--- src/rtl/t04_pkg.sv ---
// Shared types for the t04 operand-B select stage: source codes and skid-buffer states.
package t04_pkg;

    typedef enum logic [1:0] {
        OPB_REG     = 2'd0,
        OPB_IMM     = 2'd1,
        OPB_FWD_EX  = 2'd2,
        OPB_FWD_MEM = 2'd3
    } opsel_t;

    typedef enum logic [1:0] {
        ST_EMPTY = 2'd0,
        ST_ONE   = 2'd1,
        ST_FULL  = 2'd2
    } stage_state_t;

endpackage

--- src/rtl/t04_skid_buf.sv ---
// Generic 2-entry valid/ready skid buffer. in_ready is a pure function of state,
// so there is no combinational path from out_ready back to in_ready.
module t04_skid_buf
    import t04_pkg::*;
#(
    parameter int W = 8
) (
    input  logic         clk,
    input  logic         rst,
    input  logic         flush,
    input  logic         in_valid,
    output logic         in_ready,
    input  logic [W-1:0] in_data,
    output logic         out_valid,
    input  logic         out_ready,
    output logic [W-1:0] out_data
);

    stage_state_t state_q, state_d;
    logic [W-1:0] main_q, main_d;
    logic [W-1:0] skid_q, skid_d;
    logic         accept;
    logic         transfer;

    assign in_ready  = (state_q != ST_FULL);
    assign out_valid = (state_q != ST_EMPTY);
    assign out_data  = main_q;
    assign accept    = in_valid & in_ready;
    assign transfer  = out_valid & out_ready;

    always_comb begin
        // NOTE: every output of this block gets a default first, so no path can infer a latch.
        state_d = state_q;
        main_d  = main_q;
        skid_d  = skid_q;
        if (flush) begin
            // Stale data is left in main/skid; out_valid=0 hides it.
            state_d = ST_EMPTY;
        end else begin
            unique case (state_q)
                ST_EMPTY: begin
                    if (accept) begin
                        main_d  = in_data;
                        state_d = ST_ONE;
                    end
                end
                ST_ONE: begin
                    if (accept && transfer) begin
                        main_d = in_data;
                    end else if (transfer) begin
                        state_d = ST_EMPTY;
                    end else if (accept) begin
                        skid_d  = in_data;
                        state_d = ST_FULL;
                    end
                end
                ST_FULL: begin
                    if (transfer) begin
                        main_d  = skid_q;
                        state_d = ST_ONE;
                    end
                end
                default: state_d = ST_EMPTY;
            endcase
        end
    end

    // NOTE: state uses non-blocking assignments only; blocking here would race with readers in other always blocks.
    // NOTE: the data registers are reset too, so op_out reads 0 straight out of reset rather than X.
    always_ff @(posedge clk or posedge rst) begin
        if (rst) begin
            state_q <= ST_EMPTY;
            main_q  <= '0;
            skid_q  <= '0;
        end else begin
            state_q <= state_d;
            main_q  <= main_d;
            skid_q  <= skid_d;
        end
    end

endmodule

--- src/rtl/t04_operand_sel_stage.sv ---
// ALU operand-B selector: combinational source mux in front of a skid buffer
// carrying {err, data}; one cycle of latency at full throughput.
module t04_operand_sel_stage
    import t04_pkg::*;
#(
    parameter int WIDTH = 32,
    parameter int NSRC  = 4,
    parameter int SELW  = $clog2(NSRC)
) (
    input  logic                  clk,
    input  logic                  rst,
    input  logic                  flush,
    input  logic                  in_valid,
    output logic                  in_ready,
    input  logic [SELW-1:0]       sel,
    input  logic [NSRC*WIDTH-1:0] src_bus,
    output logic                  out_valid,
    input  logic                  out_ready,
    output logic [WIDTH-1:0]      op_out,
    output logic                  sel_err
);

    logic [WIDTH-1:0] sel_data;
    logic             sel_bad;
    logic [WIDTH:0]   buf_out;

    // Codes with no matching source (NSRC not a power of 2) fall through to data 0, err 1.
    always_comb begin
        sel_data = '0;
        sel_bad  = 1'b1;
        for (int i = 0; i < NSRC; i++) begin
            if (sel == SELW'(i)) begin
                sel_data = src_bus[i*WIDTH +: WIDTH];
                sel_bad  = 1'b0;
            end
        end
    end

    t04_skid_buf #(
        .W(WIDTH + 1)
    ) u_skid (
        .clk       (clk),
        .rst       (rst),
        .flush     (flush),
        .in_valid  (in_valid),
        .in_ready  (in_ready),
        .in_data   ({sel_bad, sel_data}),
        .out_valid (out_valid),
        .out_ready (out_ready),
        .out_data  (buf_out)
    );

    assign {sel_err, op_out} = buf_out;

endmodule

--- config.mk ---
export PLATFORM = sky130hd
export DESIGN_NAME = t04_operand_sel_stage
export DESIGN_NICKNAME = d
export VERILOG_FILES = /design/src/rtl/t04_pkg.sv /design/src/rtl/t04_skid_buf.sv /design/src/rtl/t04_operand_sel_stage.sv
export SDC_FILE = /design/constraint.sdc
export NUM_CORES = 1
export LEC_CHECK = 0
export ABC_AREA = 1
export CAP_MARGIN = 20
export CELL_PAD_IN_SITES_DETAIL_PLACEMENT = 0
export CELL_PAD_IN_SITES_GLOBAL_PLACEMENT = 1
export CORE_MARGIN = 10
export CORE_UTILIZATION = 30
export CTS_CLUSTER_DIAMETER = 120
export DETAILED_ROUTE_END_ITERATION = 12
export PLACE_DENSITY = 0.79
export SLEW_MARGIN = 10
export SYNTH_ARGS = -nofsm -noshare
export SYNTH_HDL_FRONTEND = slang
export SYNTH_SLANG_ARGS = --single-unit
--- constraint.sdc ---
create_clock -name clk -period 2.88 [get_ports clk]
set_clock_uncertainty 0.2 [all_clocks]
set_input_delay 0.432 -clock clk [delete_from_list [all_inputs] [get_ports clk]]
set_output_delay 0.432 -clock clk [all_outputs]
set_load 0.03 [all_outputs]
**Yosys cells after proc, flatten, opt, wreduce, memory -nomap -nowiden**

Index checks and enable logic that the tools add are counted.

- Memories: 0
- Input port bits: 135
- Bits in latches: 0
- Bits in writable memories: 0
- Bits in read-only memories: 0
- Register bits after elaboration: 68
- Output and inout bits: 35

- Reductions and logical operators: 8
- $lt $le $gt $ge: 0
- Bitwise logic cells: 5
- Div/mod/pow operators: 0
- Add/sub/neg operators: 0
- Muxes and demuxes: 19
- Equality and inequality tests: 13
- Multiply operators: 0
- Shift operators: 0

Operator list:

| operator | count |
|---|---|
| two-way mux 32 bit | 4 |
| two-way mux 33 bit | 3 |
| case mux 33 bit (3 select lines) | 1 |
| two-way mux 2 bit | 6 |
| AND reduction 5 bit | 2 |
| equality test 2 bit, second input constant | 3 |
| inequality test 2 x 1 -> 1 bit, second input constant | 3 |
| inequality test 3 x 2 -> 1 bit, second input constant | 2 |
| case mux 2 bit (3 select lines) | 1 |
| equality test 2 x 1 -> 1 bit, second input constant | 2 |
| zero test 2 bit | 2 |
| two-way mux 1 bit | 4 |
| inequality test 4 x 2 -> 1 bit, second input constant | 1 |
| AND reduction 4 bit | 1 |
| inequality test 3 bit, second input constant | 1 |
| inverter 1 bit | 3 |
| nonzero test 3 bit | 1 |
| AND 1 bit | 2 |
| inequality test 2 bit, second input constant | 1 |
| nonzero test 2 bit | 1 |
| logical AND 1 bit | 1 |

**Longest topological paths before layout**

Gate-level depths: netlist (run 1).

- Depth after elaboration: 7
- Gate-level depth with buffers: 10

**Modules after synthesis**

A second synthesis (run 1) with hierarchy kept.

- Cells, all modules: 606
- Area, all modules: 4,209.0 sq um

Modules (own cells, without submodules):

| module | area each (sq um) | sequential area each (sq um) | cells each | instances |
|---|---|---|---|---|
| t04_skid_buf | 3,236.9 | 1,701.6 | 419 | 1 |
| t04_operand_sel_stage | 972.2 | 0.0 | 187 | 1 |

**Worst setup path before layout (run 1)**

Ideal clock, no wire load.

- Path type: flip-flop to output port
- Start point: register u_skid.state_q[1]
- End point: output port in_ready
- Buffers on the path: 3
- Stages on the path, launching flop included: 5
- Arrival: 1.044 ns
- Required time: 2.248 ns
- Setup slack: 1.204 ns
- Cells stage by stage: dfrtp_1 > buf_6 > nand2_2 > buf_2 > buf_2

- Word-level cells in the longest chain between the ends: 1

Ends and longest elaborated chain:

| element | RTL line | text |
|---|---|---|
| start: declaration | t04_skid_buf.sv:19 | `stage_state_t state_q, state_d;` |
| start signal: assignment | t04_skid_buf.sv:76 | `state_q <= state_d;` |
| inequality test 2 bit | t04_skid_buf.sv:25 | `assign in_ready = (state_q != ST_FULL);` |
| end: declaration | t04_operand_sel_stage.sv:14 | `output logic in_ready,` |

No other way between the ends.

**Worst setup path in the final report (run 1)**

- Start point: register u_skid.state_q[1]
- End point: output port out_valid

- Word-level cells in the longest chain between the ends: 1

Ends and longest elaborated chain:

| element | RTL line | text |
|---|---|---|
| nonzero test 2 bit | t04_skid_buf.sv:26 | `assign out_valid = (state_q != ST_EMPTY);` |
| end: declaration | t04_operand_sel_stage.sv:17 | `output logic out_valid,` |

No other way between the ends.

==> results.py, run 1 <==
metrics = {
    "outcome": {
        "status": "completed",
    },
    "global_route": {
        "grt_overflow": 0,
        "grt_usage_pct": 15.3,
        "grt_first_pass_wirelength_um": 22800,
        "gr-usage-met3_pct": 4.62,
        "grt_busiest_layer": "met2",
        "grt_pass1_vias": 4332,
        "grt_max_degree": 39,
        "use_met2_pct": 25.4,
        "antenna_found_initial": 0,
        "gr-usage-met1_pct": 18.7,
    },
    "detailed_routing": {
        "drt_iter0_drc": 249,
        "drt_pre_antenna_iters": 4,
        "wl_per_cell_um": 15.5,
        "viasPerCell": 4.67,
        "drt_wl_total_um": 14400,
        "ant_nets": 0,
        "drcViolationCount": 0,
        "via_count": 4307,
    },
    "floorplanning": {
        "dieArea_sq_mm": 0.0187,
        "rows": 42,
        "die_w_um": 137,
        "ios": 170,
        "die_h_um": 137,
        "core_sq_mm": 0.0133,
        "start_util_pct": 30.8,
    },
    "power_and_ir_drop": {
        "p_sw_mw": 1.18,
        "peakVddDrop_mv": 0.275,
        "netSwitchingFraction_pct": 31.8,
        "power_frac_seq_pct": 36.3,
        "internal_power_mw": 2.52,
        "powerDensity_mw_per_mm2": 598,
        "power.leakage_nw": 2.97,
        "clkPwrFrac_pct": 31.9,
        "combinationalPowerShare_pct": 31.9,
    },
    "sta": {
        "fin_setup_tns_ps": 0,
        "finalSetupViolCount": 0,
        "final_hold_viol_count": 0,
        "hold_slack_ps": 123,
        "min_period_ps": 2300,
        "tightest_slew_ps": 674,
        "relSlewSlack_pct": 55.0,
        "clock.fmax_ghz": 0.434,
        "finalCritPeriodShare_pct": 80.0,
        "rsz0062_at_grt": "false",
        "slew_violations": 0,
    },
    "yosys": {
        "syn_nets": 724,
        "ys.flop_type": "dfrtp_1",
        "synthCells": 589,
        "netlist_area_sq_mm": 0.00410,
        "synth_top_family_by_area": "simple AND/OR/NAND/NOR gates",
        "synth_mux_area_share_pct": 0,
        "synth-xor-area-share_pct": 0,
        "yosysWarnings": 0,
        "synth_cell_types": 25,
        "synthArstFlopShare_pct": 100,
        "synthSimpleGateAreaFrac_pct": 41.9,
        "synth_seq_cells": 68,
        "postSynthAreaPerCell_sq_um": 6.95,
        "synth_compound_area_share_pct": 9.65,
        "synthAdderAreaFrac_pct": 0,
        "synth-seq-area-share_pct": 41.6,
        "synth_edf_count": 0,
    },
    "final_layout": {
        "drive_above_1_share_pct": 7.63,
        "diodes": 0,
        "nets": 877,
        "final_common_cell": "nand2_1",
        "layout_common_cells": "nand2_1 (234), clkdlybuf4s50_1 (166), dfrtp_1 (68), nand3_1 (66), nor2_1 (65)",
        "synthToLayoutAreaGrowth_pct": 51.1,
        "final_util_pct": 46.5,
    },
    "setup_path": {
        "rrSetupSlack_ps": 1160,
        "endpoint_kind": "primary output",
        "arrival_ps": 1670,
        "critPathKind": "flop to primary output",
        "startpoint_type": "flop",
        "r2r_start": "u_skid.state_q[1]",
        "crit_required_ps": 2250,
        "worstPathMaxFanout": 8,
        "rr_endpoint": "u_skid.skid_q[17]",
        "rr_worst_depth": 5,
    },
    "placement": {
        "port_buffers": 169,
        "dp_hpwl_um": 10900,
        "finalWeightedCongestion": 0.781,
    },
    "clock_tree": {
        "clock_sinks": 68,
        "cts_setup_buffers": 0,
        "numCtsBuffers": 9,
        "htreeDepth": 3,
        "hold_buffers": 0,
        "cts_tree": "built",
        "insertion_delay_ps": 330,
        "cts-root-buf": "clkbuf_16",
        "cts.clk_slew.worst_paths_ps": 50,
        "cts_resized": 0,
        "clockBufferDepth": 2,
    },
    "worst_hold_path": {
        "worstHoldPathType": "input port to async pin",
    },
    "flow_run": {
        "maxCapViolCount": 0,
    },
}
==> worst max-delay path by stage <==
stage                                 start                   to  slack [ps]  cells past startpoint
final                     u_skid.state_q[1]            out_valid         580                      3
after global routing      u_skid.state_q[1]            out_valid         460                      3
after CTS                 u_skid.state_q[1]            out_valid         540                      3
after detailed placement             sel[0]   u_skid.out_data[6]         560                      9
after global placement               sel[0]  u_skid.out_data[10]         630                      9
after floorplan                         rst   u_skid.out_data[0]         540                      1
==> synth_stat cells (all sizes together) (2+ instances only) <==
library cell,instances,share of area (%)
nand4,2,0.46
clkbuf,11,1.0
nor2,66,6.1
inv,8,0.73
dfrtp,68,42
nand2,235,22
or2,32,4.9
o21ai,66,9.3
buf,30,5.1
nand3,67,8.3
==> power by group through the flow <==
stage / Clock (mW) / Combinational [mW] / Sequential (mW)
CTS: 1.21 / 1.20 / 1.34
detailed placement: 0 / 1.20 / 1.35
global route: 1.25 / 1.30 / 1.37
floorplan: 0 / 0.458 / 1.54
finish: 1.18 / 1.18 / 1.34
global placement: 0 / 1.17 / 1.35
==> sequential cells by signal, summed over array words and instances (netlist names) <==
signal	flops
u_skid.out_data	33
u_skid.state_q	2
u_skid.skid_q	33
==> kinds of logic after synthesis <==
logic type | count (synthesis)
buffers and inverters | 49
AOI/OAI and AO/OA | 68
and+or+nand+nor | 404
DFF | 68
==> worst max-delay path, cell delays in order (launching register included) <==
cell and delay (ps):
dfrtp_1 550, inv_2 40, nand2_1 90, clkdlybuf4s50_1 670
==> through the flow <==
step	total power [mW]	setup WS [ps]	cells	area [sq um]
after floorplan	2.00	536	589	4100
after global placement	2.52	629	907	5870
after detailed placement	2.55	555	907	5870
after CTS	3.75	542	923	6190
after global routing	3.92	462	923	6190
final	3.70	575	923	6190
==> routing by layer <==
metal	wire (um)	part of all wire [%]
met1	6030	42
met5	0	0
met3	969	6.8
met2	7010	49
met4	344	2.4
==> final cells by class <==
class	instances	area [sq um]
fillers	1332	7110
multi-input cells	472	2120
repair buffers	183	1800
flip-flops and latches	68	1700
clock buffers	11	243
well taps	176	220
clock inverters	5	75.1
inverters	8	30.0
No activity file was read; power rests on OpenSTA's default activity.
==> run 2, diff against run 1 <==
- clock period: 2.88 -> 2.2 ns (I/O delays scaled with it)
==> run 2 against run 1 <==
Compared with the run above: flip-flop and latch count stayed put; via count fell by 0.56%; combinational power is 31% higher; power is 28% higher; sequential power up 31%; global-route usage is 0.14 points lower; register-to-register slack got worse by 590 ps; critical path depth unchanged; critical path type unchanged; largest cell class unchanged; routed wire length down 1.0%; cell area up 0.77%; final cell count grew 0.33%.
==> results.py, run 2 (synthesized netlist as in run 1, its figures left out) <==
metrics = {
    "setup_path": {
        "rrSetupSlack_ps": 570,
        "cpPeakStageDelay_ps": 460,
        "endpoint_kind": "primary output",
        "r2r_start": "u_skid.state_q[1]",
        "crit_family": "buffers and inverters",
        "worstPathMaxFanout": 31,
        "cp_slowest_cell": "dfrtp_1",
        "startpoint_type": "flop",
        "path_cells": "nand2_2 > buf_4 > buf_4",
        "startpoint": "u_skid.state_q[1]",
        "critical_path_buf_inv_count": 2,
        "critPathMostFrequentCell": "buf_4",
        "crit_required_ps": 1670,
        "critPathKind": "flop to primary output",
        "arrival_ps": 1540,
    },
    "global_route": {
        "grt_first_pass_wirelength_um": 23000,
        "grt_overflow": 0,
        "antenna_found_initial": 0,
        "grt_pass1_vias": 4298,
        "grt_usage_pct": 15.2,
        "grt_max_degree": 69,
    },
    "floorplanning": {
        "dieArea_sq_mm": 0.0187,
        "rows": 42,
        "core_sq_mm": 0.0133,
        "die_h_um": 137,
        "ios": 170,
        "start_util_pct": 30.8,
        "die_w_um": 137,
    },
    "clock_tree": {
        "hold_buffers": 0,
        "cts_resized": 0,
        "numCtsBuffers": 9,
        "insertion_delay_ps": 320,
        "cts_tree": "built",
        "cts_setup_buffers": 0,
        "htreeDepth": 3,
        "clockBufferDepth": 2,
        "cts-root-buf": "clkbuf_16",
        "clock_sinks": 68,
        "cts.clk_slew.worst_paths_ps": 60,
    },
    "power_and_ir_drop": {
        "internal_power_mw": 3.19,
        "power.leakage_nw": 3.00,
        "clkPwrFrac_pct": 30.1,
        "power_frac_seq_pct": 37.1,
        "peakVddDrop_mv": 0.400,
        "netSwitchingFraction_pct": 32.5,
        "powerDensity_mw_per_mm2": 758,
        "total_power_mw": 4.73,
        "combinationalPowerShare_pct": 32.8,
        "p_sw_mw": 1.54,
    },
    "placement": {
        "port_buffers": 169,
        "dp_slack_ps": 264,
        "postPlaceCellArea_sq_mm": 0.00594,
        "dp_hpwl_um": 10700,
        "finalWeightedCongestion": 0.798,
    },
    "sta": {
        "setup_ws_ps": 133,
        "rsz0062_at_grt": "false",
        "tightest_slew_ps": 600,
        "final_hold_viol_count": 0,
        "fin_setup_tns_ps": 0,
        "slew_violations": 0,
        "relSlewSlack_pct": 59.9,
        "finalCritPeriodShare_pct": 94.0,
        "clock.fmax_ghz": 0.484,
        "finalSetupViolCount": 0,
        "min_period_ps": 2070,
    },
    "final_layout": {
        "nets": 881,
        "drive_above_1_share_pct": 8.13,
        "stdcell_area_sq_mm": 0.00623,
        "diodes": 0,
        "final_util_pct": 46.9,
        "layout_common_cells": "nand2_1 (234), clkdlybuf4s50_1 (165), dfrtp_1 (68), nand3_1 (66), nor2_1 (65)",
        "final_common_cell": "nand2_1",
        "num-fill-cells": 1324,
        "synthToLayoutAreaGrowth_pct": 52.2,
    },
    "detailed_routing": {
        "viasPerCell": 4.63,
        "drt_wl_total_um": 14200,
        "drt_iter0_drc": 233,
        "via_count": 4283,
        "drt_pre_antenna_iters": 4,
        "ant_nets": 0,
        "wl_per_cell_um": 15.3,
        "drcViolationCount": 0,
    },
    "outcome": {
        "status": "completed",
    },
    "flow_run": {
        "maxCapViolCount": 0,
    },
    "worst_hold_path": {
        "worstHoldPathType": "input port to async pin",
    },
}
-- run 2: changes by cell type in the layout (fill, tap and decap cells not counted), sizes merged --
| cell | before | now |
|---|---|---|
| clkdlybuf4s50 | 166 | 165 |
| clkbuf | 11 | 10 |
| clkinvlp | 0 | 2 |
| dlymetal6s2s | 0 | 1 |
| buf | 17 | 21 |
| inv | 8 | 7 |
| bufinv | 2 | 1 |
-- run 2: per-stage QoR --
| step | hold slack [ps] | instances |
|---|---|---|
| finish | 240 | 926 |
| global route | 297 | 926 |
| CTS | 264 | 926 |
| detailed placement | 265 | 911 |
| global placement | 262 | 911 |
| floorplan | 256 | 589 |
-- run 2: worst min-delay path: stages --
cell	delay, ps
clkdlybuf4s50_1	440
clkinvlp_4	100
buf_12	310
-- run 2: path summary, 6_finish.rpt --
kind,end,cells past startpoint
min in group clk,u_skid.out_data[0],2
max,in_ready,3
max in group asynchronous,u_skid.skid_q[28],3
min reg2reg,u_skid.out_data[0],2
max reg2reg,u_skid.out_data[6],7
min,u_skid.state_q[0],3
-- run 2: power groups by stage --
| stage | clock network, mW | registers, mW | logic (mW) |
|---|---|---|---|
| global route | 1.52 | 1.80 | 1.72 |
| CTS | 1.47 | 1.75 | 1.58 |
| floorplan | 0 | 2.02 | 0.601 |
| detailed placement | 0 | 1.77 | 1.57 |
| finish | 1.42 | 1.75 | 1.55 |
| global placement | 0 | 1.77 | 1.55 |
-- run 2: layer usage --
metal  track usage (%)  routed length, um
met3              4.58                941
met2              25.3               7080
met1              18.9               6050
met4              3.45                131
met5                 0                  0
-- run 2: area by class of cell --
type	count	area (sq um)	area share, %
multi-input combinational	472	2120	34.0
clock buffer	10	239	3.83
timing repair buffer	187	1870	29.9
clock inverter	5	52.6	0.843
inverter	8	33.8	0.542
tap	176	220	3.53
sequential	68	1700	27.3
==> run 3, diff against run 2 <==
- CTS_CLUSTER_DIAMETER: 120 -> 100
==> results of run 3 <==
Final layout, timing and power as in run 2 (identical DEF).
